File: config.mk
export PLATFORM = sky130hd
export DESIGN_NAME = ask_tx_scheduler
export DESIGN_NICKNAME = d
export VERILOG_FILES = /design/src/rtl/ask_tx_scheduler.sv
export SDC_FILE = /design/constraint.sdc
export NUM_CORES = 1
export LEC_CHECK = 0
export ABC_AREA = 1
export BUFFER_PORTS_ARGS = -buffer_cell sky130_fd_sc_hd__buf_2
export CAP_MARGIN = 10
export CORE_MARGIN = 5
export CORE_UTILIZATION = 50
export CTS_CLUSTER_SIZE = 24
export DETAILED_ROUTE_END_ITERATION = 10
export PLACE_DENSITY_LB_ADDON = 0.15
export SYNTH_ARGS = -nofsm -noshare
export SYNTH_HDL_FRONTEND = slang
export SYNTH_SLANG_ARGS = --single-unit
File: constraint.sdc
create_clock -name sys_clk -period 2.25 [get_ports sys_clk]
set_input_delay 0.5625 -clock sys_clk [delete_from_list [all_inputs] [get_ports sys_clk]]
set_output_delay 0.5625 -clock sys_clk [all_outputs]
set_load 0.02 [all_outputs]
File: src/rtl/ask_tx_scheduler.sv
// ask_tx_scheduler
//   Frame scheduler for the ASK transmit path. It accepts one byte per
//   valid/ready handshake and plays it out as a framed symbol stream:
//   an alternating preamble (1,0,1,...), a start symbol (1), eight data
//   symbols MSB-first, and a stop symbol (0). Every symbol lasts
//   SYM_CYCLES clocks. All outputs are registered.
//
// Parameters
//   SYM_CYCLES     sys_clk cycles per symbol (2..256)
//   PREAMBLE_BITS  preamble length in symbols (1..15)
//
// Ports
//   sys_clk      system clock, rising edge
//   reset        synchronous active-high reset
//   tx_data      byte to send, sampled only on handshake
//   tx_valid     requester has a byte
//   tx_ready     scheduler can accept a byte (IDLE only)
//   sym_bit      current symbol value to the modulator
//   carrier_en   modulator enable, high for the whole frame
//   sym_strobe   one-cycle pulse on the first cycle of every symbol
//   busy         frame in progress
//   frame_done   one-cycle pulse on the cycle IDLE is re-entered
//   frame_count  completed frames, wraps 255 -> 0
module ask_tx_scheduler #(
  parameter int SYM_CYCLES    = 16,
  parameter int PREAMBLE_BITS = 8
) (
  input  logic       sys_clk,
  input  logic       reset,
  input  logic [7:0] tx_data,
  input  logic       tx_valid,
  output logic       tx_ready,
  output logic       sym_bit,
  output logic       carrier_en,
  output logic       sym_strobe,
  output logic       busy,
  output logic       frame_done,
  output logic [7:0] frame_count
);

  // The symbol timer spans 0..SYM_CYCLES-1; the bit counter must hold the
  // longer of the preamble and the 8-bit data phase.
  localparam int CNT_W   = $clog2(SYM_CYCLES);
  localparam int BIT_MAX = (PREAMBLE_BITS > 8) ? PREAMBLE_BITS : 8;
  localparam int BIT_W   = $clog2(BIT_MAX);

  localparam logic [CNT_W-1:0] SYM_LAST  = CNT_W'(SYM_CYCLES - 1);
  localparam logic [BIT_W-1:0] PRE_LAST  = BIT_W'(PREAMBLE_BITS - 1);
  localparam logic [BIT_W-1:0] DATA_LAST = BIT_W'(7);

  typedef enum logic [2:0] {
    IDLE,
    PREAMBLE,
    START,
    DATA,
    STOP
  } state_t;

  state_t           state;
  logic [CNT_W-1:0] sym_cnt;
  logic [BIT_W-1:0] bit_cnt;
  logic [7:0]       shift_reg;

  wire sym_end = (sym_cnt == SYM_LAST);

  // Outputs are computed for the state being entered, so each one is a
  // flop and the first cycle of a new symbol already shows its value.
  // NOTE: every assignment in this sequential block is non-blocking so all
  // flops sample the same pre-edge values regardless of statement order.
  always_ff @(posedge sys_clk) begin
    if (reset) begin
      state       <= IDLE;
      sym_cnt     <= '0;
      bit_cnt     <= '0;
      tx_ready    <= 1'b0;
      sym_bit     <= 1'b0;
      carrier_en  <= 1'b0;
      sym_strobe  <= 1'b0;
      busy        <= 1'b0;
      frame_done  <= 1'b0;
      frame_count <= '0;
      // NOTE: shift_reg is deliberately left out of reset; it is always
      // loaded on the handshake before any of its bits reach sym_bit.
    end else begin
      frame_done <= 1'b0;
      case (state)
        IDLE: begin
          if (tx_valid && tx_ready) begin
            shift_reg  <= tx_data;
            state      <= PREAMBLE;
            sym_cnt    <= '0;
            bit_cnt    <= '0;
            tx_ready   <= 1'b0;
            busy       <= 1'b1;
            carrier_en <= 1'b1;
            sym_bit    <= 1'b1;
            sym_strobe <= 1'b1;
          end else begin
            tx_ready   <= 1'b1;
            busy       <= 1'b0;
            carrier_en <= 1'b0;
            sym_bit    <= 1'b0;
            sym_strobe <= 1'b0;
          end
        end

        default: begin
          if (!sym_end) begin
            sym_cnt    <= sym_cnt + CNT_W'(1);
            sym_strobe <= 1'b0;
          end else begin
            sym_cnt    <= '0;
            sym_strobe <= 1'b1;
            case (state)
              PREAMBLE: begin
                if (bit_cnt == PRE_LAST) begin
                  state   <= START;
                  bit_cnt <= '0;
                  sym_bit <= 1'b1;
                end else begin
                  bit_cnt <= bit_cnt + BIT_W'(1);
                  sym_bit <= ~sym_bit;  // preamble alternates
                end
              end

              START: begin
                state   <= DATA;
                bit_cnt <= '0;
                sym_bit <= shift_reg[7];
              end

              DATA: begin
                // The next data symbol is the bit that moves into [7].
                shift_reg <= {shift_reg[6:0], 1'b0};
                if (bit_cnt == DATA_LAST) begin
                  state   <= STOP;
                  bit_cnt <= '0;
                  sym_bit <= 1'b0;
                end else begin
                  bit_cnt <= bit_cnt + BIT_W'(1);
                  sym_bit <= shift_reg[6];
                end
              end

              default: begin  // STOP: close the frame
                state       <= IDLE;
                tx_ready    <= 1'b1;
                busy        <= 1'b0;
                carrier_en  <= 1'b0;
                sym_bit     <= 1'b0;
                sym_strobe  <= 1'b0;
                frame_done  <= 1'b1;
                frame_count <= frame_count + 8'd1;
              end
            endcase
          end
        end
      endcase
    end
  end

endmodule

# After elaboration in Yosys (flattened, before gate mapping)
# Index checks and enable logic that the tools add are counted.
dict set report word_totals {
  reg_bits 31
  wordCells 75
  input_bits 11
  out_inout_bits 14
}
dict set report op_classes {
  n_eq_ne 9
  bitwise_logic 5
  n_reduce_logical 13
  addsub 3
  mux 35
}
# op n
set ops {}
lappend ops {{2-to-1 mux 8 bit} 4}
lappend ops {{2-to-1 mux 3 bit} 9}
lappend ops {{2-to-1 mux 1 bit} 16}
lappend ops {{2-to-1 mux 4 bit} 3}
lappend ops {{case mux 3 bit (3 select lines)} 1}
lappend ops {{adder 8 x 1 -> 8 bit (second input constant)} 1}
lappend ops {{AND reduction 4 bit} 2}
lappend ops {{== test 3 x 2 -> 1 bit (second input constant)} 2}
lappend ops {{case mux 3 bit (2 select lines)} 1}
lappend ops {{AND reduction 3 bit} 2}
lappend ops {{OR reduction 3 bit} 2}
lappend ops {{NOT 1 bit} 5}
lappend ops {{adder 4 x 1 -> 4 bit (second input constant)} 1}
lappend ops {{== test 4 bit (second input constant)} 1}
lappend ops {{nonzero test 2 bit} 2}
lappend ops {{adder 3 x 1 -> 3 bit (second input constant)} 1}
lappend ops {{== test 3 x 1 -> 1 bit (second input constant)} 1}
lappend ops {{== test 3 bit (second input constant)} 1}
lappend ops {{logical NOT 3 bit} 1}
lappend ops {{!= test 3 x 2 -> 1 bit (second input constant)} 1}
lappend ops {{!= test 3 bit (second input constant)} 1}
lappend ops {{case mux 1 bit (3 select lines)} 1}
lappend ops {{nonzero test 3 bit} 1}
lappend ops {{!= test 2 x 1 -> 1 bit (second input constant)} 1}
lappend ops {{4 further kinds} 4}

# Longest topological paths before layout
dict set report depth {
  ltp_word 5
  ltp_mapped 9
  ltp_nobuf 8
}

# Worst setup path before layout
# OpenSTA, ideal clock, no wires.
dict set report synth_timing {
  kind {input to register}
  from {in reset}
  to {reg shift_reg[0], enable pin}
  required_ps 1880
  setup_time_ps 370
  arrival_ps 1373
  cell_stages 4
  path_slack_ps 507
  cell_sequence {inv_1 clkbuf_1 o21ai_0 nor2_1}
}
dict set report synth_between {
  elab_chain_cells 2
}
# element line
set synth_rtl {}
lappend synth_rtl {{from (decl)} 29} ;# input logic reset,
lappend synth_rtl {{NOT 1 bit (no source line)} n/a}
lappend synth_rtl {{AND reduction 4 bit (no source line)} n/a}
lappend synth_rtl {{to (signal assigned)} 89} ;# shift_reg <= tx_data;
lappend synth_rtl {{to (signal assigned)} 134} ;# shift_reg <= {shift_reg[6:0], 1'b0};
lappend synth_rtl {{to (decl)} 62} ;# logic [7:0] shift_reg;
# Every way passes these cells.
# A chain may end at the register's enable or synchronous reset.

# Final worst setup path
dict set report layout_timing {
  from {reg state[2]}
  to {reg shift_reg[4], enable pin}
}
dict set report layout_between {
  elab_chain_cells 3
  word_cells_on_any_way 6
}
# element line
set layout_rtl {}
lappend layout_rtl {{from (decl)} 59} ;# state_t state;
lappend layout_rtl {{from (signal assigned)} 72} ;# state <= IDLE;
lappend layout_rtl {{from (signal assigned)} 90} ;# state <= PREAMBLE;
lappend layout_rtl {{from (signal assigned)} 117} ;# state <= START;
lappend layout_rtl {{== test 3 x 2 -> 1 bit / logical NOT 3 bit (equally long branches)} {114, 86}}
lappend layout_rtl {{nonzero test 2 bit (no source line) / != test 2 bit (equally long branches)} n/a}
lappend layout_rtl {{AND reduction 4 bit (no source line) *} n/a}
# Mark *: on every way between the ends. The rest lies on a longest branch, timed or not.

==> flow_summary.toml <==
[run_status]
outcome = "finished clean"

[placement]
dp_slack_ns = 0.624
routabilityCongestion = 0.893
dpl.hpwl_mm = 2.53
io_buffers = 24

[synth]
synth_xor_area_share_pct = 1.11
synthSimpleGateAreaFrac_pct = 35.6
synth_ff_type = "dfxtp_1"
synth_top_family_by_area = "simple AND/OR/NAND/NOR gates"
synthAdderAreaFrac_pct = 3.17
synth.most_common_cell = "nand2_1"
postSynthAreaPerCell_um2 = 7.94
synth.distinct_cells = 31
syn_nets = 214
synth_cells = 199
synth.ff_latch_count = 31
synth.area.top_cells = "dfxtp_1, edfxtp_1, nand2_1"
synth_top_area_share_pct = 29.1
syn-cell-area_um2 = 1580
yosysSeqAreaShare_pct = 44.3
yosys-top-cells-count = "nand2_1, dfxtp_1, a21oi_1, inv_1, nor2_1"
synthMuxAreaShare_pct = 0
yosysWarnings = 0
synth_largest_area_cell = "dfxtp_1"
synth-compound-area-share_pct = 8.79
synthArstFlopShare_pct = 0
synth_edf_count = 8

[floorplan]
pin_count = 25
die_x_um = 66.2
row_count = 20
core-area_um2 = 3050
start_util_pct = 51.8
fp.dieArea_um2 = 4390
die_h_um = 66.2

[pwr]
ir_worst_vdd_mv = 0.370
p_per_area_nw_per_um2 = 646
cellLeakagePower_nw = 0.796
switching_share_pct = 30.3
p_clk_share_pct = 26.4
power.internal_mw = 0.804
seqPwrFrac_pct = 55.0
p_comb_share_pct = 18.6
p_switching_mw = 0.349

[cts]
cts_buffer_depth = 2
root_buffer = "clkbuf_4"
hold_buffers = 0
post-cts-setup-buffer-count = 0
cts_resized = 0
htreeDepth = 2
clk_latency_ns = 0.33
cts.sinks = 31
clkTransAtPathRegs_ns = 0.09
cts_tree = "built"
cts_inserted_buffers = 5

[drt]
drtPass1Iterations = 4
drt_iter0_markers = 100
wl_met1_mm = 1.55
wl_met3_um = 157
dr_total_vias = 1383
drc = 0
via_per_inst = 5.08
wl_met2_mm = 1.64
ant_nets = 0
routed_wl_mm = 3.41
drt-wirelength-per-cell_um = 12.5
topRoutingLayerUsed = "met4"

[timing]
setup_viol_count_final = 0
clock_skew_ns = 0.0104
fin_ws_ns = 0.618
period_needed_ns = 1.63
hold_violations = 0
clock.fmax_mhz = 613
slew_headroom_pct = 70.1
finalMaxSlewViolations = 0
tightest_slew_ns = 0.448
period_share_pct = 72.6
fin_tns_setup_ns = 0
rsz0062_at_grt = "no"

[final_layout]
fin_nets = 242
syn2layout_area_growth_pct = 13.0
antennaDiodeCount = 0
layout-drive-gt1-share_pct = 21.5
fillerInstances = 315

[setup_path]
worstRegToRegCells = 6
crit_type = "flop to flop"
r2r_start = "state[2]"
critPathArrivalTime_ns = 1.67
cp_max_fo = 16
r2r_end = "shift_reg[4]"
rrSetupSlack_ns = 0.62
end_kind = "flop"
cp-start-kind = "flop"
crit_required_ns = 2.29

[worst_hold_path]
hp-class = "flop to flop"
hold_end = "bit_cnt[1]"
worstHoldPathCells = 2
hold_start = "bit_cnt[1]"

[global_routing]
grt_max_degree = 17
first_global_vias = 1233
antenna_found_initial = 0
grt_pass1_wl_mm = 5.60
grt_util_all_layers_pct = 17.1
overflow = 0

[flow_run]
maxCapViolCount = 0
[worst max-delay path by stage]
stage                        start           end  slack [ns]  depth (start not counted)
after floorplan              reset  shift_reg[0]        0.51                          4
after global placement    state[2]  shift_reg[3]        0.65                          6
after detailed placement  state[2]  shift_reg[4]        0.62                          6
after CTS                 state[2]  shift_reg[4]        0.62                          6
after global routing      state[2]  shift_reg[4]        0.52                          6
final                     state[2]  shift_reg[4]        0.62                          6
[power by group through the flow]
stage	clock [mW]	combinational (mW)	sequential, mW
global placement	0	0.210	0.646
detailed placement	0	0.216	0.646
floorplan	0	0.152	0.652
CTS	0.316	0.216	0.633
global route	0.351	0.241	0.637
finish	0.305	0.214	0.634
[per-stage QoR]
| stage | cell area, µm² | util [%] | instances | hold slack (ns) | total power [mW] |
|---|---|---|---|---|---|
| floorplan | 1580 | - | 199 | 0.446 | 0.804 |
| global placement | 1740 | 56.9 | 264 | 0.455 | 0.855 |
| detailed placement | 1740 | 56.9 | 264 | 0.472 | 0.862 |
| CTS | 1790 | 58.5 | 272 | 0.483 | 1.17 |
| global route | 1790 | 58.5 | 272 | 0.468 | 1.23 |
| finish | 1790 | 58.5 | 272 | 0.479 | 1.15 |
[critical path, cell delays in order, from the launching register on]
cell,delay (ns)
dfxtp_1,0.45
nor2_8,0.21
nand2_4,0.15
inv_2,0.18
o21ai_0,0.09
nor2_1,0.09
buf_4,0.18
[cell type report]
class                      count  area, µm²  share of cell area [%]
clock buffer                   8       48.8                    2.73
tap                           44       55.1                    3.08
multi-input combinational    143        768                    43.0
inverter                      20       77.6                    4.34
sequential                    31        701                    39.2
timing repair buffer          26        135                    7.57
[cells in the final DEF (no fill, tap or decap), types with 2 or more instances in the layout]
master / instances
a21oi_1: 16
buf_2: 24
buf_4: 2
clkbuf_1: 3
clkbuf_4: 5
dfxtp_1: 23
edfxtp_1: 8
ha_1: 4
inv_1: 16
inv_2: 3
nand2_1: 61
nand2_4: 4
nand3_1: 11
nand3_4: 2
nand4_1: 8
nor2_1: 16
nor2_4: 2
o21ai_0: 5
o21ai_1: 2
[cells by family (layout without fill, tap and decap cells)]
group	Yosys count	in the layout
and+or+nand+nor	111	111
AOI/OAI and AO/OA	26	26
DFF	31	31
buffers and inverters	25	54
adders and majority gates	4	4
xor gates and xnor gates	2	2
[layer usage]
metal  global-route usage [%]  vias to the layer above
met4                     6.85                        0
met3                     4.59                        6
li1                         -                      708
met5                        0                        -
met1                     21.6                      641
met2                     27.5                       28
Power figures use the tool's default switching activity.
